## src/rtl/loac_mem_pkg.sv

```systemverilog
// Shared constants and types for the address sequencer that sits in front
// of the 4x4 combinational ROM.
package loac_mem_pkg;

    // Default geometry of the ROM behind the sequencer.
    localparam int ADDR_W_DEF = 2;
    localparam int DATA_W_DEF = 4;
    localparam int ROM_DEPTH  = 2 ** ADDR_W_DEF;

    // Sequencer states: wait for a request, present an address for one
    // cycle, hold the captured word until accepted, and flag completion.
    typedef enum logic [1:0] {
        IDLE  = 2'd0,
        FETCH = 2'd1,
        HOLD  = 2'd2,
        DONE  = 2'd3
    } state_t;

endpackage

```

## src/rtl/rom_scan_ctrl.sv

```systemverilog
// Address sequencer and output register stage for the 4x4 combinational ROM.
// Performs a single read or a full burst scan, presents each word on a
// valid/ready stream and keeps a running XOR checksum of emitted words.
module rom_scan_ctrl
    import loac_mem_pkg::*;
#(
    parameter int  ADDR_W = ADDR_W_DEF,
    parameter int  DATA_W = DATA_W_DEF,
    localparam int DEPTH  = 2 ** ADDR_W
) (
    input  logic              clk,
    input  logic              rst_n,
    input  logic              start,
    input  logic              burst,
    input  logic [ADDR_W-1:0] addr_in,
    input  logic              abort,
    output logic [ADDR_W-1:0] rom_addr,
    input  logic [DATA_W-1:0] rom_data,
    output logic [DATA_W-1:0] data_out,
    output logic              out_valid,
    input  logic              out_ready,
    output logic              busy,
    output logic              done,
    output logic [DATA_W-1:0] checksum
);

    state_t              state;
    state_t              next_state;
    logic [ADDR_W-1:0]   addr_reg;
    logic [ADDR_W-1:0]   cnt;

    // The ROM address comes straight from a register so it is glitch-free
    // for the whole FETCH cycle.
    assign rom_addr = addr_reg;

    // Next-state selection and state-decoded status outputs.
    always_comb begin
        // NOTE: every signal gets a default before the case so no path
        // leaves it unassigned, which would otherwise infer a latch.
        next_state = state;
        busy       = (state != IDLE);
        done       = (state == DONE);
        unique case (state)
            IDLE: begin
                // abort has no meaning here, so start always wins.
                if (start) next_state = FETCH;
            end
            FETCH: begin
                next_state = abort ? IDLE : HOLD;
            end
            HOLD: begin
                if (abort) begin
                    next_state = IDLE;
                end else if (out_ready) begin
                    next_state = (cnt == '0) ? DONE : FETCH;
                end
            end
            DONE: begin
                next_state = IDLE;
            end
            default: next_state = IDLE;
        endcase
    end

    // State register plus address, counter, output word and checksum updates.
    always_ff @(posedge clk or negedge rst_n) begin
        // NOTE: sequential state uses non-blocking assignments so every
        // register samples pre-edge values regardless of statement order.
        if (!rst_n) begin
            state     <= IDLE;
            addr_reg  <= '0;
            cnt       <= '0;
            data_out  <= '0;
            out_valid <= 1'b0;
            checksum  <= '0;
        end else begin
            state <= next_state;
            unique case (state)
                IDLE: begin
                    if (start) begin
                        addr_reg <= burst ? '0 : addr_in;
                        cnt      <= burst ? ADDR_W'(DEPTH - 1) : '0;
                        checksum <= '0;
                    end
                end
                FETCH: begin
                    // abort cancels before the word is captured.
                    if (!abort) begin
                        data_out  <= rom_data;
                        checksum  <= checksum ^ rom_data;
                        out_valid <= 1'b1;
                    end
                end
                HOLD: begin
                    if (abort) begin
                        out_valid <= 1'b0;
                    end else if (out_ready) begin
                        out_valid <= 1'b0;
                        // Termination is on cnt, so the address never wraps.
                        if (cnt != '0) begin
                            addr_reg <= addr_reg + ADDR_W'(1);
                            cnt      <= cnt - ADDR_W'(1);
                        end
                    end
                end
                DONE: begin
                    out_valid <= 1'b0;
                end
                default: out_valid <= 1'b0;
            endcase
        end
    end

endmodule

```

## config.mk

```make
export PLATFORM = sky130hd
export DESIGN_NAME = rom_scan_ctrl
export DESIGN_NICKNAME = d
export VERILOG_FILES = /design/src/rtl/loac_mem_pkg.sv /design/src/rtl/rom_scan_ctrl.sv
export SDC_FILE = /design/constraint.sdc
export NUM_CORES = 1
export LEC_CHECK = 0
export ABC_AREA = 1
export BUFFER_PORTS_ARGS = -buffer_cell sky130_fd_sc_hd__clkbuf_2
export CAP_MARGIN = 10
export CORE_MARGIN = 2
export CORE_UTILIZATION = 46
export CTS_BUF_LIST = sky130_fd_sc_hd__clkbuf_8
export CTS_CLUSTER_DIAMETER = 100
export CTS_CLUSTER_SIZE = 8
export DETAILED_ROUTE_END_ITERATION = 8
export PLACE_DENSITY = 0.76
export RECOVER_POWER = 25
export SLEW_MARGIN = 30
export SYNTH_ARGS = -nofsm -noshare
export SYNTH_HDL_FRONTEND = slang
export SYNTH_SLANG_ARGS = --single-unit
```

## constraint.sdc

```tcl
create_clock -name clk -period 1.09 [get_ports clk]
set_input_delay 0.109 -clock clk [delete_from_list [all_inputs] [get_ports clk]]
set_output_delay 0.109 -clock clk [all_outputs]
set_load 0.02 [all_outputs]
```

* After elaboration in Yosys (flattened, before gate mapping) *
Cells that the tools add are included.

operators by class
  bitwise operators = 2
  add/sub/neg operators = 2
  eq/ne operators = 9
  reduce and logical (&&, ||, !) cells = 12
  mux-type cells = 25

operator list
  kind                                                 number
  two-way mux 2 bit                                    15
  != test 2 bit, second input constant                 5
  two-way mux 4 bit                                    2
  case mux 2 bit (2 select lines)                      2
  case mux 2 bit (4 select lines)                      1
  case mux 4 bit (2 select lines)                      1
  nonzero test 2 bit                                   4
  AND reduction 3 bit                                  2
  AND reduction 5 bit                                  1
  equality test 2 bit, second input constant           2
  zero test 2 bit                                      2
  AND reduction 2 bit                                  2
  XOR 4 bit                                            1
  two-way mux 1 bit                                    3
  != test 3 bit, second input constant                 1
  case mux 1 bit (3 select lines)                      1
  nonzero test 3 bit                                   1
  adder 2 x 1 -> 2 bit, second input constant          1
  equality test 2 x 1 -> 1 bit, second input constant  1
  subtractor 2 x 1 -> 2 bit, second input constant     1
  NOT 1 bit                                            1

word-level totals
  input port bits = 12
  logic and storage cells = 56
  flip-flop bits (word level) = 15

* Longest topological paths before layout *
Gate-level depths: netlist of the first run.

  word-level depth = 5
  mapped depth = 7
  gate-level depth less buffers = 7

* Worst setup path before layout of the first run *
OpenSTA, ideal clock, no wires.

  kind = register to register
  from = register cnt[0]
  to = register addr_reg[1], in the netlist rom_addr[1]
  slack = -0.009 ns
  period minus slack after synthesis = 1.099 ns
  stages on the path, launching flop included = 8
  arrival time = 1.033 ns
  library setup time = 0.066 ns
  path through = dfrtp_1 inv_1 ha_1 nor2_1 nand3_1 nand2_1 nand2_1 nand2_1

between the ends
  longest elaborated chain between the ends = 3

RTL lines
  item                           line                  source
  start: declaration             rom_scan_ctrl.sv:30   logic [ADDR_W-1:0] cnt;
  start signal: assignment       rom_scan_ctrl.sv:82   cnt <= burst ? ADDR_W'(DEPTH - 1) : '0;
  start signal: assignment       rom_scan_ctrl.sv:102  cnt <= cnt - ADDR_W'(1);
  nonzero test 2 bit             rom_scan_ctrl.sv:100  if (cnt != '0) begin
  != test 2 bit (no line)        n/a
  AND reduction 5 bit (no line)  n/a
  end signal: assignment         rom_scan_ctrl.sv:81   addr_reg <= burst ? '0 : addr_in;
  end signal: assignment         rom_scan_ctrl.sv:101  addr_reg <= addr_reg + ADDR_W'(1);
  end: declaration               rom_scan_ctrl.sv:29   logic [ADDR_W-1:0] addr_reg;

No other way between the ends.
A chain may end at the register's enable or synchronous reset.

* Worst setup path after layout of the first run *
  from = register state[0]
  to = output busy

between the ends
  longest elaborated chain between the ends = 1

RTL lines
  item                      line                 source
  start: declaration        rom_scan_ctrl.sv:27  state_t state;
  start signal: assignment  rom_scan_ctrl.sv:77  state <= next_state;
  nonzero test 2 bit        rom_scan_ctrl.sv:41  busy = (state != IDLE);
  end: declaration          rom_scan_ctrl.sv:22  output logic busy,

No other way between the ends.

==> summary.md, run 1 <==
The checks that failed: setup timing. The path class of the tightest hold or removal check is in2reg. The clock passes through at most 2 buffers.

The die is 45.9 um tall. The final standard cell utilization of the core is 70.8%. The worst setup path is of the reg2out kind. The region available for standard cell placement spans 0.00169 sq mm.

The cell count after placement was 167; the number of antenna violations at the first check in global routing was 0. The iteration count of the initial detailed-routing pass is 6, and the shortest clock period the worst path allows after layout is 1.18 ns. The post-synthesis to final-layout area growth is 48.4%.

Detailed routing inserted a total of 847 vias. The critical path goes through inv_2, buf_6, nand2_4, buf_8. Data arrives at the worst endpoint at 1.07 ns. Setup violations remaining at the end of the flow were counted as 5.

The run gives 0 as the number of nets with antenna violations after detailed routing. The analysis attributes to cell leakage a power of 0.670 nW. Summing internal, switching and leakage power gives 3.37 mW. Number of buffers created by CTS: 3.

The total global routing track utilization was 22.4%. The first global-routing pass estimated 3310 um of wire. The flow ran to the end, but the final reports show violations. The switching power as a share of total power was 44.9%; the post-placement worst setup slack was -0.102 ns. The run gives 1420 um as the detailed placer's ending HPWL. The synthesized area per cell works out to 6.77 sq um. In this run, distinct cell masters in the synthesized netlist total 10.

In this run, the number of DRC markers left after iteration 0 of detailed routing was 25. The largest total area in the synthesized netlist belongs to dfrtp_1. Count of pins over their slew limit: 0. The number of placement rows is 15. The endpoint class of the critical path was an output port. The total internal power was 1.86 mW; the number of buffers and inverters on the critical path was 3. The max-cap check violation count was 0; the net switching power of the design was 1.51 mW. Setup repair after global routing could not meet its margin everywhere. In this run the power density over the cells is 2820 mW/mm^2. Ranked by total cell area, the synthesized netlist is headed by dfrtp_1, nand2_1, inv_1, nand3_1, o21ai_0.

The antenna diode instance count is 0. The library cell used most frequently in the layout, excluding fill and tap cells, is nand2_1. At the end of routability-driven placement, the weighted congestion stood at 0.827.

After synthesis, the largest area contributor takes up 46.6% of total cell area. The number of buffer cells added on primary ports is 24, and the highest clock frequency the design can meet is 848 MHz. After global routing the overflow that remains totals 0. The DRC violation count after routing was 0; the post-synthesis register bit count was 15. TritonCTS built the clock tree. The logs give 57.5% for the proportion of power drawn by combinational gates and 46.6% for the sequential cell area fraction in the yosys report. Counting every instance in the synthesized netlist gives 119. The run gives 0 as the count of synthesis-stage warnings from yosys. The clock arrives with 0.00667 ns of skew. After the flow finishes, the layout carries non-filler instances totaling 175. Entering global routing, the biggest net connects 16 pins.

The clock share of power is 13.0%. The net count of the finished layout is 172. Longest individual stage delay on the worst path: 0.45 ns. The number of global-route vias before repair was 811. The number of nets in the synthesized netlist is 132. Per report_power, the sequential group accounts for 29.4% of the total.

The share of cells above drive strength 1 came out at 37.3%. The final cycle utilization of the critical path was 108%. Leaving out fill and tap cells, the most frequent cells in the layout are nand2_1, clkbuf_2, inv_1, dfrtp_1, nand3_1. Dividing the detail-routed wire length by the instance count gives 11.6 um. The number of clock sinks was 15. Critical-path cell with the highest stage delay: dfrtp_2.

The die outline area is 0.00210 sq mm, and the relative slew slack is 74.6%. In this run the worst path has a maximum fanout of 5. The tools report the startpoint type of the worst setup path as a flip-flop. For the pin with the worst max-slew slack, the measured transition is 0.380 ns. The tools report the number of top-level pins as 25.

The tree is rooted in a clkbuf_8. The clock reaches the later pin of the worst-skew pair after 0.25 ns. The mapped netlist covers 806 sq um.

The cell family contributing the most delay on the critical path is flip-flops. Clock-pin slew was measured on the worst setup and hold paths at 0.06 ns. The run gives 0 as the final number of hold-violating endpoints. In the routed layout, each cell is associated on average with a via count of 4.84. The final layout contains routed wiring with a total length of 2030 um.

The die is 45.9 um wide. For this configuration, the core starts out at a cell density of 47.7%. The depth of the CTS H-tree came out at 1. For the critical path required time, the log shows 0.98 ns.

The tools report the slack of the critical path as -0.0897 ns. VDD sags by at most 0.00152 V.
[tightest hold or removal path, delay by kind of cell]
family	cells	cell delay [ns]
compound gates	1	0.08
buf+inv	2	0.15
[synth_stat cells]
cell and count:
dfrtp_1 15, inv_2 1, inv_1 21, nand3_1 10
a21oi_1 5, nor2_1 8, nand2_1 48, ha_1 1
nor3_1 1, o21ai_0 9
[metal layers]
layer / track usage [%] / part of all wire, %
met1: 26.3 / 42
met2: 36.9 / 53
met4: 8.57 / 0.44
met3: 7.94 / 4.4
met5: 0 / 0
[worst paths after layout]
| path | from | endpoint | slack (ns) | cells past startpoint |
|---|---|---|---|---|
| setup / recovery | state[0]$_DFFE_PN0P_ | busy | -0.09 | 4 |
| hold / removal | rom_data[0] | data_out[0]$_DFFE_PN0P_ | 0.12 | 3 |
| setup reg to reg | state[0]$_DFFE_PN0P_ | rom_addr[1]$_DFFE_PN0P_ | -0.04 | 7 |
| hold reg to reg | data_out[0]$_DFFE_PN0P_ | data_out[0]$_DFFE_PN0P_ | 0.49 | 2 |
| max in group asynchronous | rst_n | state[0]$_DFFE_PN0P_ | 0.48 | 2 |
| min in group asynchronous | rst_n | data_out[2]$_DFFE_PN0P_ | 0.32 | 2 |
[stage by stage]
stage,hold WS [ns],instance area (sq um),TNS (ns)
after floorplan,-0.187,808,0
after global placement,0.0388,1000,-0.494
after detailed placement,0.0445,1000,-0.619
after CTS,0.121,1120,-0.219
after global routing,0.161,1200,-0.954
final,0.122,1200,-0.183
[power groups by stage]
stage	clock network, mW	logic (mW)	registers, mW
floorplan	0	0.722	1.15
CTS	0.451	1.68	0.969
global placement	0	1.44	0.957
finish	0.438	1.94	0.992
global route	0.486	2.14	1.02
detailed placement	0	1.47	0.977
[sequential cells by signal, indices dropped and copies added (netlist names)]
register	flops
data_out	4
state	2
cnt	2
out_valid	1
rom_addr	2
checksum	4
[cell type report]
type / count / area, sq um
fill: 135 / 493
multi-input combinational: 82 / 432
sequential: 15 / 378
timing repair buffer: 35 / 233
inverter: 22 / 87.6
clock buffer: 3 / 41.3
tap: 17 / 21.3
clock inverter: 1 / 3.75
[logic make-up (layout without fill, tap and decap cells)]
| logic type | after synthesis | after routing | synth area share [%] |
|---|---|---|---|
| flip-flops | 15 | 15 | 46.6 |
| adder cells (fa/ha/maj) | 1 | 1 | 1.55 |
| AO/OA/AOI/OAI | 14 | 14 | 8.69 |
| AND/OR/NAND/NOR | 67 | 67 | 32.9 |
| buffers and inverters | 22 | 61 | 10.2 |
[repair_timing]
item                                    in CTS  in global routing
gates resized for setup                     16                 23
pin swaps                                    3                  5
hold buffers                                 1                  0
endpoints found under the setup margin      12                 17
hold endpoints to repair                    15                  0
buffers inserted                             2                  1
Note: power is estimated with default switching activity, not from simulation.
==> run 2, diff against run 1 <==
--- a/config.mk
+++ b/config.mk
@@ -16,6 +16,7 @@
 export DETAILED_ROUTE_END_ITERATION = 8
 export PLACE_DENSITY = 0.76
 export RECOVER_POWER = 25
+export SETUP_SLACK_MARGIN = 0.5
 export SLEW_MARGIN = 30
 export SYNTH_ARGS = -nofsm -noshare
 export SYNTH_HDL_FRONTEND = slang
==> summary.md, run 2 (synthesis results as in run 1) <==
The flow ran to the end, but the final reports show violations. The checks that failed: hold timing, setup timing. For the final standard cell utilization of the core, the log shows 77.3% (+6.4 points). The post-synthesis to final-layout area growth works out to 62.0%. For the depth of the CTS H-tree, the log shows 1 (unchanged). The most common cell after layout, fill and taps aside was nand2_1. The worst hold path belongs to the class in2async. The clock transition at the registers of the reported paths came out at 0.07 ns (about the same). The cell area after layout was 0.00131 sq mm (+9.1%); the data arrival time of the critical path was 1.04 ns (-0.03 ns). Startpoint-to-endpoint class of the critical path: reg2out. The initial detailed-routing violation count came out at 28 (+12%). Chip height: 45.9 um (unchanged). The total global routing track utilization came out at 20.4% (-2.0 points). The number of buffers on the longest clock path was 2 (unchanged); the final setup skew was 0.00117 ns (-0.00550 ns).

For the starting density of the core, the log shows 47.7% (unchanged). Critical path required time: 0.98 ns (about the same). The number of global-route vias before repair was 759 (-6.4%). The max-cap check violation count was 0 (unchanged); the number of buffer cells added on primary ports was 24 (unchanged). The clock share of power was 12.8% (-0.2 points); the count of pins over their slew limit was 0 (unchanged). The total overflow reported by the global router is 0 (unchanged). The routed length per placed instance is 12.5 um (+7.6%).

TritonCTS built the clock tree. The area of placed instances was 0.00102 sq mm (+1.9%); the shortest clock period the worst path allows after layout was 1.15 ns (-0.0283 ns). The run gives 3120 um (-5.9%) as the global-route wire length before repair.

The detailed placer's ending HPWL came out at 1310 um (-7.5%). The post-placement worst setup slack came out at -0.0220 ns (+0.0799 ns). The antenna diode instance count is 0 (unchanged), and the number of buffers created by CTS is 3 (unchanged).

The tools report the buffer cell driving the clock tree root as clkbuf_8. The total power divided by cell area is 2820 mW/mm^2 (+0.30%), and the number of clock sinks is 15 (unchanged). The actual transition at the worst max-transition pin works out to 0.827 ns (+0.447 ns). For the clock latency at the later pin of the worst-skew pair, the log shows 0.25 ns (about the same).

The logs give 869 MHz (+2.5%) for the highest clock frequency the design can meet and 59.4% (+1.9 points) for the proportion of power drawn by combinational gates. Number of nets at the end of the flow: 172 (unchanged). For the iteration count of the initial detailed-routing pass, the log shows 5 (-1).

The leakage power of the design came out at 0.702 nW (+4.9%). The number of nets with antenna violations after detailed routing came out at 0 (unchanged). The relative slew slack was 44.9% (-30 points). Setup repair after global routing could not meet its margin everywhere. The run gives 15 (+15) as the final number of hold-violating endpoints.

The worst setup path is launched from a flip-flop. DRC violation count after routing: 0 (unchanged). The width of the die was 45.9 um (unchanged); the slack of the critical path was -0.0614 ns (+0.0283 ns). For the number of antenna violations at the first check in global routing, the log shows 0 (unchanged). The via density per instance was 4.97 (+2.6%); the number of vias in the routed layout was 869 (+2.6%). The die outline area came out at 0.00210 sq mm (unchanged). The number of filler cells placed in the layout was 114 (-16%); the number of placement rows was 15 (unchanged). Share of power burned in registers: 27.8% (-1.6 points). The net switching power of the design was 1.60 mW (+5.9%); the final cycle utilization of the critical path was 106% (-2.6 points). In the layout the commonest cells are nand2_1, inv_1, clkbuf_8, dfrtp_1. Switching power as a share of total power: 43.5% (-1.5 points).

The final wirelength is 2190 um (+7.6%), and the share of cells above drive strength 1 is 38.6% (+1.3 points). The core area is 0.00169 sq mm (unchanged). The number of top-level pins is 25 (unchanged), and the total internal power is 2.08 mW (+12%).

Maximum fanout count along the critical path: 6 (+1). For the worst IR drop on VDD, the log shows 0.00171 V (+13%). The worst setup path is captured at an output port. The maximum number of pins on one net before global-route repair was 16 (unchanged).

The final worst hold slack is -0.0755 ns (-0.198 ns). The routability congestion estimate came out at 0.758 (-8.4%). Number of non-filler instances in the completed layout: 175 (unchanged). The logs give 163 (-2.4%) for the cell count after placement and 11 (+6) for the number of setup violations in the final report. The largest registers in the layout are checksum: 4 flops, data_out: 4 flops.
run 2: power groups by stage:
stage	Clock [mW]	Combinational, mW	Sequential [mW]
final	0.473	2.19	1.02
after global routing	0.499	2.39	1.05
after CTS	0.461	1.95	1.01
after detailed placement	0	1.47	1.00
after global placement	0	1.45	0.985
after floorplan	0	0.827	1.18
run 2: critical path, stage by stage, from the launching register on:
cell,delay (ns)
dfrtp_2,0.48
inv_4,0.11
nand2_4,0.05
clkbuf_8,0.14
run 2: layer usage:
| metal | vias to the layer above | global-route usage, % | part of all wire [%] |
|---|---|---|---|
| met5 | - | 0 | 0 |
| li1 | 442 | - | - |
| met4 | 0 | 5.14 | 0.96 |
| met1 | 408 | 26.8 | 44 |
| met3 | 4 | 3.57 | 2.7 |
| met2 | 15 | 34.4 | 52 |
run 2: final cells by class:
class	count	area [sq um]	share of cell area [%]
Multi-Input combinational cell	82	453	34.7
Clock buffer	3	41.3	3.16
Timing Repair Buffer	35	320	24.5
Sequential cell	15	377	28.9
Inverter	22	87.6	6.71
Clock inverter	1	5.00	0.384
Tap cell	17	21.3	1.63
run 2: worst paths after layout:
kind / start / to / slack [ns] / cells after the start
worst min register to register: data_out[2]$_DFFE_PN0P_ / data_out[2]$_DFFE_PN0P_ / 0.50 / 2
max in group asynchronous: rst_n / state[0]$_DFFE_PN0P_ / 0.60 / 1
worst max-delay path: state[0]$_DFFE_PN0P_ / busy / -0.06 / 3
worst min-delay path: rst_n / out_valid$_DFFE_PN0P_ / -0.08 / 1
min in group clk: rom_data[0] / data_out[0]$_DFFE_PN0P_ / 0.13 / 3
worst max register to register: state[0]$_DFFE_PN0P_ / rom_addr[0]$_DFFE_PN0P_ / -0.03 / 5
run 2: through the flow:
step	TNS (ns)	hold slack [ns]	power [mW]
global route	-0.902	-0.00329	3.94
finish	-0.224	-0.0755	3.69
floorplan	0	-0.187	2.01
detailed placement	-0.0871	0.0417	2.47
CTS	-0.195	-0.222	3.42
global placement	-0.0365	0.0392	2.44
run 2: repair_timing:
item	4_1_cts	5_1_grt
resized for setup	34	10
hold endpoints to repair	15	15
pin swaps	5	6
setup buffers	5	3
gates cloned	0	0
endpoints found under the setup margin	28	28
